## config.mk

```make
export PLATFORM = sky130hd
export DESIGN_NAME = axi_dma_job_sequencer
export DESIGN_NICKNAME = d
export VERILOG_FILES = /design/src/rtl/axi_dma_job_sequencer.sv
export SDC_FILE = /design/constraint.sdc
export NUM_CORES = 1
export LEC_CHECK = 0
export BUFFER_PORTS_ARGS = -buffer_cell sky130_fd_sc_hd__buf_2
export CORE_MARGIN = 2
export CORE_UTILIZATION = 58
export DETAILED_ROUTE_END_ITERATION = 8
export GPL_TIMING_DRIVEN = 0
export HOLD_SLACK_MARGIN = 0.06
export PLACE_DENSITY = 0.79
export SKIP_LAST_GASP = 1
export SYNTH_ARGS = -nofsm -noshare
export SYNTH_HDL_FRONTEND = slang
export SYNTH_SLANG_ARGS = --single-unit
```

## constraint.sdc

```tcl
create_clock -name clk -period 8.9 [get_ports clk]
set_input_delay 0.445 -clock clk [delete_from_list [all_inputs] [get_ports clk]]
set_output_delay 0.445 -clock clk [all_outputs]
set_load 0.005 [all_outputs]
```

## src/rtl/axi_dma_job_sequencer.sv

```systemverilog
// Descriptor-queue front end for axi_dma: buffers read/write job descriptors and
// issues them one at a time, waiting for both completions (or a timeout) per job.
module axi_dma_job_sequencer #(
  parameter int ADDR_WIDTH     = 64,
  parameter int DESC_DEPTH     = 4,
  parameter int TIMEOUT_CYCLES = 4096,
  parameter int CNT_WIDTH      = 16
) (
  input  logic                  clk,
  input  logic                  rstn,
  input  logic                  enable,
  input  logic                  desc_valid,
  output logic                  desc_ready,
  input  logic [ADDR_WIDTH-1:0] desc_rd_addr,
  input  logic [ADDR_WIDTH-1:0] desc_wr_addr,
  input  logic [31:0]           desc_rd_len,
  input  logic [31:0]           desc_wr_len,
  output logic [ADDR_WIDTH-1:0] axi_read_start_addr,
  output logic [ADDR_WIDTH-1:0] axi_write_start_addr,
  output logic [31:0]           axi_read_length,
  output logic [31:0]           axi_write_length,
  output logic                  init_read,
  output logic                  init_write,
  input  logic                  read_done,
  input  logic                  write_done,
  output logic                  busy,
  output logic                  job_done,
  output logic [CNT_WIDTH-1:0]  jobs_completed,
  output logic                  timeout_err,
  input  logic                  err_clear
);

  localparam int PW = $clog2(DESC_DEPTH);
  localparam int TW = (TIMEOUT_CYCLES > 1) ? $clog2(TIMEOUT_CYCLES + 1) : 1;
  localparam bit TMO_EN = (TIMEOUT_CYCLES != 0);
  localparam logic [TW-1:0] TMO_LAST = TW'((TIMEOUT_CYCLES > 0) ? TIMEOUT_CYCLES - 1 : 0);

  typedef enum logic [2:0] {
    S_IDLE  = 3'd0,
    S_LOAD  = 3'd1,
    S_KICK  = 3'd2,
    S_WAIT  = 3'd3,
    S_DONE  = 3'd4,
    S_ERROR = 3'd5
  } state_t;

  typedef struct packed {
    logic [ADDR_WIDTH-1:0] rd_addr;
    logic [ADDR_WIDTH-1:0] wr_addr;
    logic [31:0]           rd_len;
    logic [31:0]           wr_len;
  } desc_t;

  desc_t           mem_q [DESC_DEPTH];
  logic [PW-1:0]   wptr_q, wptr_d, rptr_q, rptr_d;
  logic [PW:0]     count_q, count_d;
  logic            full_s, empty_s, push_s, pop_s;
  desc_t           head_s;

  state_t                state_q, state_d;
  logic                  rd_seen_q, rd_seen_d, wr_seen_q, wr_seen_d;
  logic [TW-1:0]         tmo_cnt_q, tmo_cnt_d;
  logic [ADDR_WIDTH-1:0] rd_addr_q, rd_addr_d, wr_addr_q, wr_addr_d;
  logic [31:0]           rd_len_q, rd_len_d, wr_len_q, wr_len_d;
  logic                  init_read_q, init_read_d, init_write_q, init_write_d;
  logic                  busy_q, busy_d, job_done_q, job_done_d;
  logic [CNT_WIDTH-1:0]  jobs_q, jobs_d;
  logic                  err_q, err_d;

  assign full_s  = (count_q == (PW+1)'(DESC_DEPTH));
  assign empty_s = (count_q == '0);
  assign head_s  = mem_q[rptr_q];
  assign pop_s   = (state_q == S_IDLE) && enable && !empty_s && !err_q;
  // A pop in the same cycle frees a slot, so a full FIFO may still accept.
  assign desc_ready = !full_s || pop_s;
  assign push_s     = desc_valid && desc_ready;

  // FIFO pointer and occupancy next-state
  always_comb begin
    wptr_d  = wptr_q;
    rptr_d  = rptr_q;
    count_d = count_q + (PW+1)'(push_s) - (PW+1)'(pop_s);
    if (push_s) wptr_d = wptr_q + PW'(1);
    else        wptr_d = wptr_q;
    if (pop_s)  rptr_d = rptr_q + PW'(1);
    else        rptr_d = rptr_q;
  end

  // Descriptor storage; contents are don't-care while the slot is empty
  always_ff @(posedge clk) begin
    if (push_s) mem_q[wptr_q] <= '{desc_rd_addr, desc_wr_addr, desc_rd_len, desc_wr_len};
  end

  // Job FSM next-state and registered-output logic
  always_comb begin
    state_d      = state_q;
    rd_seen_d    = rd_seen_q;
    wr_seen_d    = wr_seen_q;
    tmo_cnt_d    = tmo_cnt_q;
    rd_addr_d    = rd_addr_q;
    wr_addr_d    = wr_addr_q;
    rd_len_d     = rd_len_q;
    wr_len_d     = wr_len_q;
    init_read_d  = 1'b0;
    init_write_d = 1'b0;
    job_done_d   = 1'b0;
    jobs_d       = jobs_q;
    err_d        = err_q;
    case (state_q)
      S_IDLE: begin
        if (pop_s) begin
          rd_addr_d = head_s.rd_addr;
          wr_addr_d = head_s.wr_addr;
          rd_len_d  = head_s.rd_len;
          wr_len_d  = head_s.wr_len;
          state_d   = S_LOAD;
        end else begin
          state_d = S_IDLE;
        end
      end
      S_LOAD: begin
        rd_seen_d    = 1'b0;
        wr_seen_d    = 1'b0;
        tmo_cnt_d    = '0;
        init_read_d  = (rd_len_q != 32'd0);
        init_write_d = (wr_len_q != 32'd0);
        state_d      = S_KICK;
      end
      S_KICK: begin
        rd_seen_d = (rd_len_q == 32'd0);
        wr_seen_d = (wr_len_q == 32'd0);
        state_d   = S_WAIT;
      end
      S_WAIT: begin
        rd_seen_d = rd_seen_q | read_done;
        wr_seen_d = wr_seen_q | write_done;
        if (rd_seen_q && wr_seen_q) begin
          job_done_d = 1'b1;
          jobs_d     = jobs_q + CNT_WIDTH'(1);
          state_d    = S_DONE;
        end else if (TMO_EN && (tmo_cnt_q == TMO_LAST)) begin
          err_d   = 1'b1;
          state_d = S_ERROR;
        end else begin
          tmo_cnt_d = tmo_cnt_q + TW'(1);
        end
      end
      S_DONE: begin
        state_d = S_IDLE;
      end
      S_ERROR: begin
        if (err_clear) begin
          err_d   = 1'b0;
          state_d = S_IDLE;
        end else begin
          state_d = S_ERROR;
        end
      end
      default: begin
        state_d = S_IDLE;
      end
    endcase
    busy_d = (state_d != S_IDLE);
  end

  // State, FIFO control and output registers with synchronous reset
  always_ff @(posedge clk) begin
    if (!rstn) begin
      wptr_q       <= '0;
      rptr_q       <= '0;
      count_q      <= '0;
      state_q      <= S_IDLE;
      rd_seen_q    <= 1'b0;
      wr_seen_q    <= 1'b0;
      tmo_cnt_q    <= '0;
      rd_addr_q    <= '0;
      wr_addr_q    <= '0;
      rd_len_q     <= '0;
      wr_len_q     <= '0;
      init_read_q  <= 1'b0;
      init_write_q <= 1'b0;
      busy_q       <= 1'b0;
      job_done_q   <= 1'b0;
      jobs_q       <= '0;
      err_q        <= 1'b0;
    end else begin
      wptr_q       <= wptr_d;
      rptr_q       <= rptr_d;
      count_q      <= count_d;
      state_q      <= state_d;
      rd_seen_q    <= rd_seen_d;
      wr_seen_q    <= wr_seen_d;
      tmo_cnt_q    <= tmo_cnt_d;
      rd_addr_q    <= rd_addr_d;
      wr_addr_q    <= wr_addr_d;
      rd_len_q     <= rd_len_d;
      wr_len_q     <= wr_len_d;
      init_read_q  <= init_read_d;
      init_write_q <= init_write_d;
      busy_q       <= busy_d;
      job_done_q   <= job_done_d;
      jobs_q       <= jobs_d;
      err_q        <= err_d;
    end
  end

  assign axi_read_start_addr  = rd_addr_q;
  assign axi_write_start_addr = wr_addr_q;
  assign axi_read_length      = rd_len_q;
  assign axi_write_length     = wr_len_q;
  assign init_read            = init_read_q;
  assign init_write           = init_write_q;
  assign busy                 = busy_q;
  assign job_done             = job_done_q;
  assign jobs_completed       = jobs_q;
  assign timeout_err          = err_q;

endmodule
```

==> results.cfg, run 1 <==
[worst_setup_path]
worstPathMaxFanout = 10
startpoint_type = register
critPathArrivalTime_ns = 3.87
required_ns = 9.42
endpoint_kind = register
path_class = reg2reg

[floorplan]
core_area_um2 = 64100
ioPinCount = 413
die_w_um = 258
die_area_um2 = 66500
die_height_um = 258
row_count = 93
start_util_pct = 58.3

[routing]
avgViaCountPerCell = 5.84
ant_nets = 0
num_vias = 22200
routed_wl_um = 89600
wl_per_cell_um = 23.6
drtIter0Drc = 1933
drc = 0
first_pass_iters = 6

[timing]
max_freq_mhz = 298
period_minus_slack_ns = 3.35
hold_viol_final = 0
rsz0062_at_grt = false
clock_skew_ns = 0.0314
maxSlewHeadroom_pct = 29.5
setup_tns_ns = 0
setup_violations = 0
final.period_utilization_pct = 37.6
whs_ns = 0.154
maxSlewViolCount = 0
finalWorstSetupSlack_ns = 5.55
tightest_slew_ns = 1.06

[logic_synthesis]
ys_ff_latch = 1006
yosysMostFrequentCell = edfxtp_1
syn_nets = 2336
postSynthAreaPerCell_um2 = 17.6
yosys.cell_types.count = 57
ys_seq_area_share_pct = 74.5
synthTopCellsByCount = edfxtp_1 (768), nand2_1 (308), dfxtp_1 (238)
synth_top_area_share_pct = 61.7
async_flop_share_pct = 0
yosys-top-cells-area = edfxtp_1 (62%), dfxtp_1 (13%), mux4_2 (12%)
syn-cell-area_um2 = 37400
synth_largest_area_cell = edfxtp_1
ys_warn_count = 0
synth_edf_count = 768
synth_cells = 2128
ys.flop_type = edfxtp_1

[place]
portBuffers = 411
pre_cts_ws_ns = 5.56
dpl.hpwl_um = 53700
globalplace.congestion = 0.891

[power_and_ir_drop]
power.internal_mw = 9.21
powerDensity_nw_per_um2 = 281
p_leak_nw = 15.8
p_comb_share_pct = 23.2
power_frac_clock_pct = 31.3
power_switching_share_pct = 28.6
power_switching_mw = 3.70
power_frac_seq_pct = 45.5
ir_drop_uv = 209
power.total_mw = 12.9

[global_route]
antenna_found_initial = 12
grt_max_degree = 57
grt_pass1_wl_um = 134000
grt_pass1_vias = 23200
grt.total_usage_pct = 26.6
grt-ovfl-total = 0

[cts]
post-cts-setup-buffers = 0
htreeDepth = 3
clockBufferDepth = 3
cts_sinks = 1006
path_clk_slew_ns = 0.06
cts_tree = yes
clk_latency_ns = 0.67
ctsHoldBuffers = 192
cts_resized = 0
cts_buffers = 98
root_buffer = clkbuf_16

[cells_and_area]
nets = 3051
drive_gt1_share_pct = 34.5
syn_to_final_growth_pct = 23.0

[status]
outcome = completed

[job]
drv_cap = 0

[hold_path]
hold_path.class = in2reg
through the flow:
stage | utilization (%) | cell area [um^2] | cells
floorplan | - | 37400 | 2128
global placement | 63.1 | 40500 | 3394
detailed placement | 63.7 | 40800 | 3406
CTS | 71.6 | 45900 | 3783
global route | 71.7 | 45900 | 3794
finish | 71.7 | 45900 | 3794
cell families after synthesis:
family          after synthesis  share of synthesized area, %
flops                      1006                          74.5
simple gates                524                          6.65
compound gates              255                          4.66
mux                         193                          11.6
buf+inv                     130                          2.01
xor+xnor                     11                         0.258
fa+ha+maj                     9                         0.322
power groups by stage:
| stage | Clock, mW | Sequential [mW] | Combinational (mW) |
|---|---|---|---|
| 3_3_place_gp | 0 | 6.05 | 2.78 |
| 6_report | 4.04 | 5.87 | 2.99 |
| 5_1_grt | 4.25 | 5.91 | 3.22 |
| 3_5_place_dp | 0 | 5.95 | 2.89 |
| 4_1_cts | 4.07 | 5.86 | 2.99 |
| 2_1_floorplan | 0 | 5.96 | 1.93 |
path summary, 6_finish.rpt:
check / from / endpoint / slack [ns] / cells after the start
min: write_done / wr_seen_q / 0.15 / 3
max: state_q[0] / count_q[2] / 5.55 / 12
min reg2reg: axi_write_start_addr[40] / axi_write_start_addr[40] / 0.46 / 2
max reg2reg: state_q[0] / count_q[2] / 5.55 / 12
flip-flops by register name (all words and copies together), names as in the netlist, 2 cells and up:
signal	cells
mem_q	768
axi_read_start_addr	64
axi_write_start_addr	64
axi_read_length	32
axi_write_length	32
jobs_completed	16
tmo_cnt_q	13
count_q	3
state_q	3
rptr_q	2
wptr_q	2
area by class of cell:
class                   instances  area, um^2
flip-flops and latches       1006       27800
inverters                      11        42.5
diodes                         11        27.5
clock inverters                53         453
repair buffers                615        4310
fillers                      3788       18200
multi-input cells             992        8800
plain buffers                 119         708
clock buffers                 132        2720
well taps                     855        1070
placed cells by master, fill, tap and decap left out, types with 98 or more instances in the layout:
cell type	n
mux4_2	192
a21oi_1	109
nand2_1	308
clkbuf_16	98
a21oi_2	100
nand2_2	100
dfxtp_1	238
buf_2	432
dlygate4sd3_1	192
edfxtp_1	768
worst max-delay path: stages (launching register included):
cell      delay, ns
dfxtp_1        0.36
or4b_1         0.59
or3_1          0.36
buf_2          0.22
clkinv_2       0.15
buf_2          0.30
ha_1           0.18
inv_1          0.04
ha_1           0.18
fa_1           0.42
xnor2_1        0.21
xnor2_1        0.14
nor2_1         0.06
per-layer routing:
| metal | part of all wire, % | GRT usage [%] |
|---|---|---|
| met2 | 51 | 45.3 |
| met5 | 0.050 | 0 |
| met1 | 38 | 33.3 |
| met4 | 4.1 | 12.3 |
| met3 | 6.9 | 4.90 |
(Power assumes the default switching activity.)
==> inputs of run 2 (changes only) <==
Clock period 8.9 ns to 3.26 ns, I/O delays scaled along.
==> run 2 against run 1 <==
Against the previous run: hold slack better by 0.093 ns; clock power grew to 2.9 times the previous value; global-route usage is 0.37 points higher; first-iteration DRC count is 11% higher; via count is 0.39% higher; critical path depth is 1 lower; register-to-register slack worse by 5.4 ns; maximum frequency is 7.0% higher.
==> results.cfg, run 2 (synthesis gave the netlist of run 1 again) <==
[status]
outcome = completed

[hold_path]
min_delay_worst_endpoint = mem_q[2][104]
hold_path.class = in2reg
hold_depth = 2
worstHoldStart = desc_wr_addr[40]

[timing]
tightest_slew_ns = 1.14
setup_violations = 0
maxSlewViolCount = 0
period_minus_slack_ns = 3.13
clock_skew_ns = 0.0301
hold_viol_final = 0
final.period_utilization_pct = 96.1
max_freq_mhz = 319
maxSlewHeadroom_pct = 24.0
whs_ns = 0.247
setup_tns_ns = 0

[floorplan]
die_area_um2 = 66500
start_util_pct = 58.3
ioPinCount = 413
core_area_um2 = 64100
row_count = 93
die_height_um = 258
die_w_um = 258

[power_and_ir_drop]
p_comb_share_pct = 23.0
power_frac_seq_pct = 44.7
p_leak_nw = 16.0
power_switching_share_pct = 28.4
powerDensity_nw_per_um2 = 775
power.total_mw = 35.9
ir_drop_uv = 590
power.internal_mw = 25.7
power_switching_mw = 10.2
power_frac_clock_pct = 32.4

[global_route]
grt-ovfl-total = 0
grt.total_usage_pct = 26.9
grt_pass1_vias = 23200
grt_max_degree = 57
grt_pass1_wl_um = 135000
antenna_found_initial = 11

[cts]
clk_latency_ns = 0.67
cts_buffers = 99
clockBufferDepth = 3
htreeDepth = 3
root_buffer = clkbuf_16
cts_tree = yes
path_clk_slew_ns = 0.07
cts_sinks = 1006

[place]
dpl.hpwl_um = 55200
globalplace.congestion = 0.874
dp_cells = 3410
portBuffers = 411

[worst_setup_path]
rr_startpoint = state_q[0]
startpoint_type = register
endpoint_kind = register
path_class = reg2reg
r2r_slack_ns = 0.13
critPathArrivalTime_ns = 3.64
reg2reg_depth = 11
worstPathMaxFanout = 14
required_ns = 3.77
r2r-end = count_q[2]

[routing]
routed_wl_um = 90200
ant_nets = 0
wl_per_cell_um = 23.7
num_vias = 22200
avgViaCountPerCell = 5.85
first_pass_iters = 5
drc = 0
drtIter0Drc = 2145

[job]
drv_cap = 0

[cells_and_area]
regMostFlops = mem_q
largest_reg_flops = 768
final_common_cell = edfxtp_1
fill_cells = 3807
drive_gt1_share_pct = 34.7
syn_to_final_growth_pct = 23.9
final_cell_mix = edfxtp_1 (768), buf_2 (431), nand2_1 (308)
nets = 3062
fin_util_pct = 72.2
finalNonFillerCells = 3803
-- run 2: cell types whose count changed in the layout (fill, tap and decap cells not counted), moves of 2 or more --
cell,before,now
clkinv_1,19,9
clkbuf_1,77,84
dlygate4sd3_1,192,198
bufinv_16,4,8
diode_2,11,7
buf_12,11,14
clkbuf_8,13,16
clkinv_2,16,13
clkbuf_16,98,100
-- run 2: repair_timing --
| action | 4_1_cts | 5_1_grt |
|---|---|---|
| hold buffers | 198 | 0 |
| gates cloned | 0 | 0 |
| setup buffers | 1 | 0 |
| pin swaps | 1 | 0 |
| hold endpoints to repair | 780 | 0 |
| endpoints found under the setup margin | 1 | 1 |
| gates resized for setup | 0 | 1 |
-- run 2: worst max-delay path: stages (launching register included) --
cell     delay (ns)
dfxtp_1        0.37
or4b_1         0.58
or3_1          0.37
buf_2          0.22
inv_4          0.21
ha_1           0.15
inv_1          0.04
ha_1           0.19
fa_1           0.42
xnor2_1        0.22
xnor2_1        0.16
nor2_1         0.06
-- run 2: final cells by class --
cell class	instances	area [um^2]	share of cell area (%)
flip-flops and latches	1006	27800	60.1
multi-input cells	992	8800	19.0
plain buffers	118	703	1.52
repair buffers	626	4460	9.65
inverters	11	43.8	0.0946
well taps	855	1070	2.31
clock buffers	142	2820	6.09
diodes	7	17.5	0.0379
clock inverters	46	534	1.15
-- run 2: worst max-delay path by stage --
stage / cells past startpoint / start / endpoint
after global placement: 3 / state_q[0] / mem_q[1][151]
final: 11 / state_q[0] / count_q[2]
after global routing: 11 / state_q[1] / count_q[2]
after detailed placement: 12 / state_q[0] / count_q[2]
after CTS: 11 / state_q[0] / count_q[2]
after floorplan: 3 / state_q[0] / mem_q[0][0]
-- run 2: layer usage --
metal,GRT usage (%),vias to the layer above,wire length (um)
met4,11.9,4,3500
met2,45.5,1109,45800
met1,34.6,11300,34300
li1,-,9650,-
met3,4.77,222,6490
met5,0,-,25
-- run 2: power by group through the flow --
stage	clock network [mW]	registers (mW)	logic (mW)
floorplan	0	16.2	5.26
global placement	0	16.3	7.62
detailed placement	0	16.2	7.95
CTS	11.7	16.0	8.24
global route	12.2	16.1	8.86
finish	11.6	16.0	8.24
-- run 2: metrics by stage --
step                      instance area (um^2)  setup slack [ns]
after floorplan                          37400            -0.867
after global placement                   40500             -2.87
after detailed placement                 40900          -0.00169
after CTS                                46300            0.0978
after global routing                     46300          -0.00106
final                                    46300             0.129
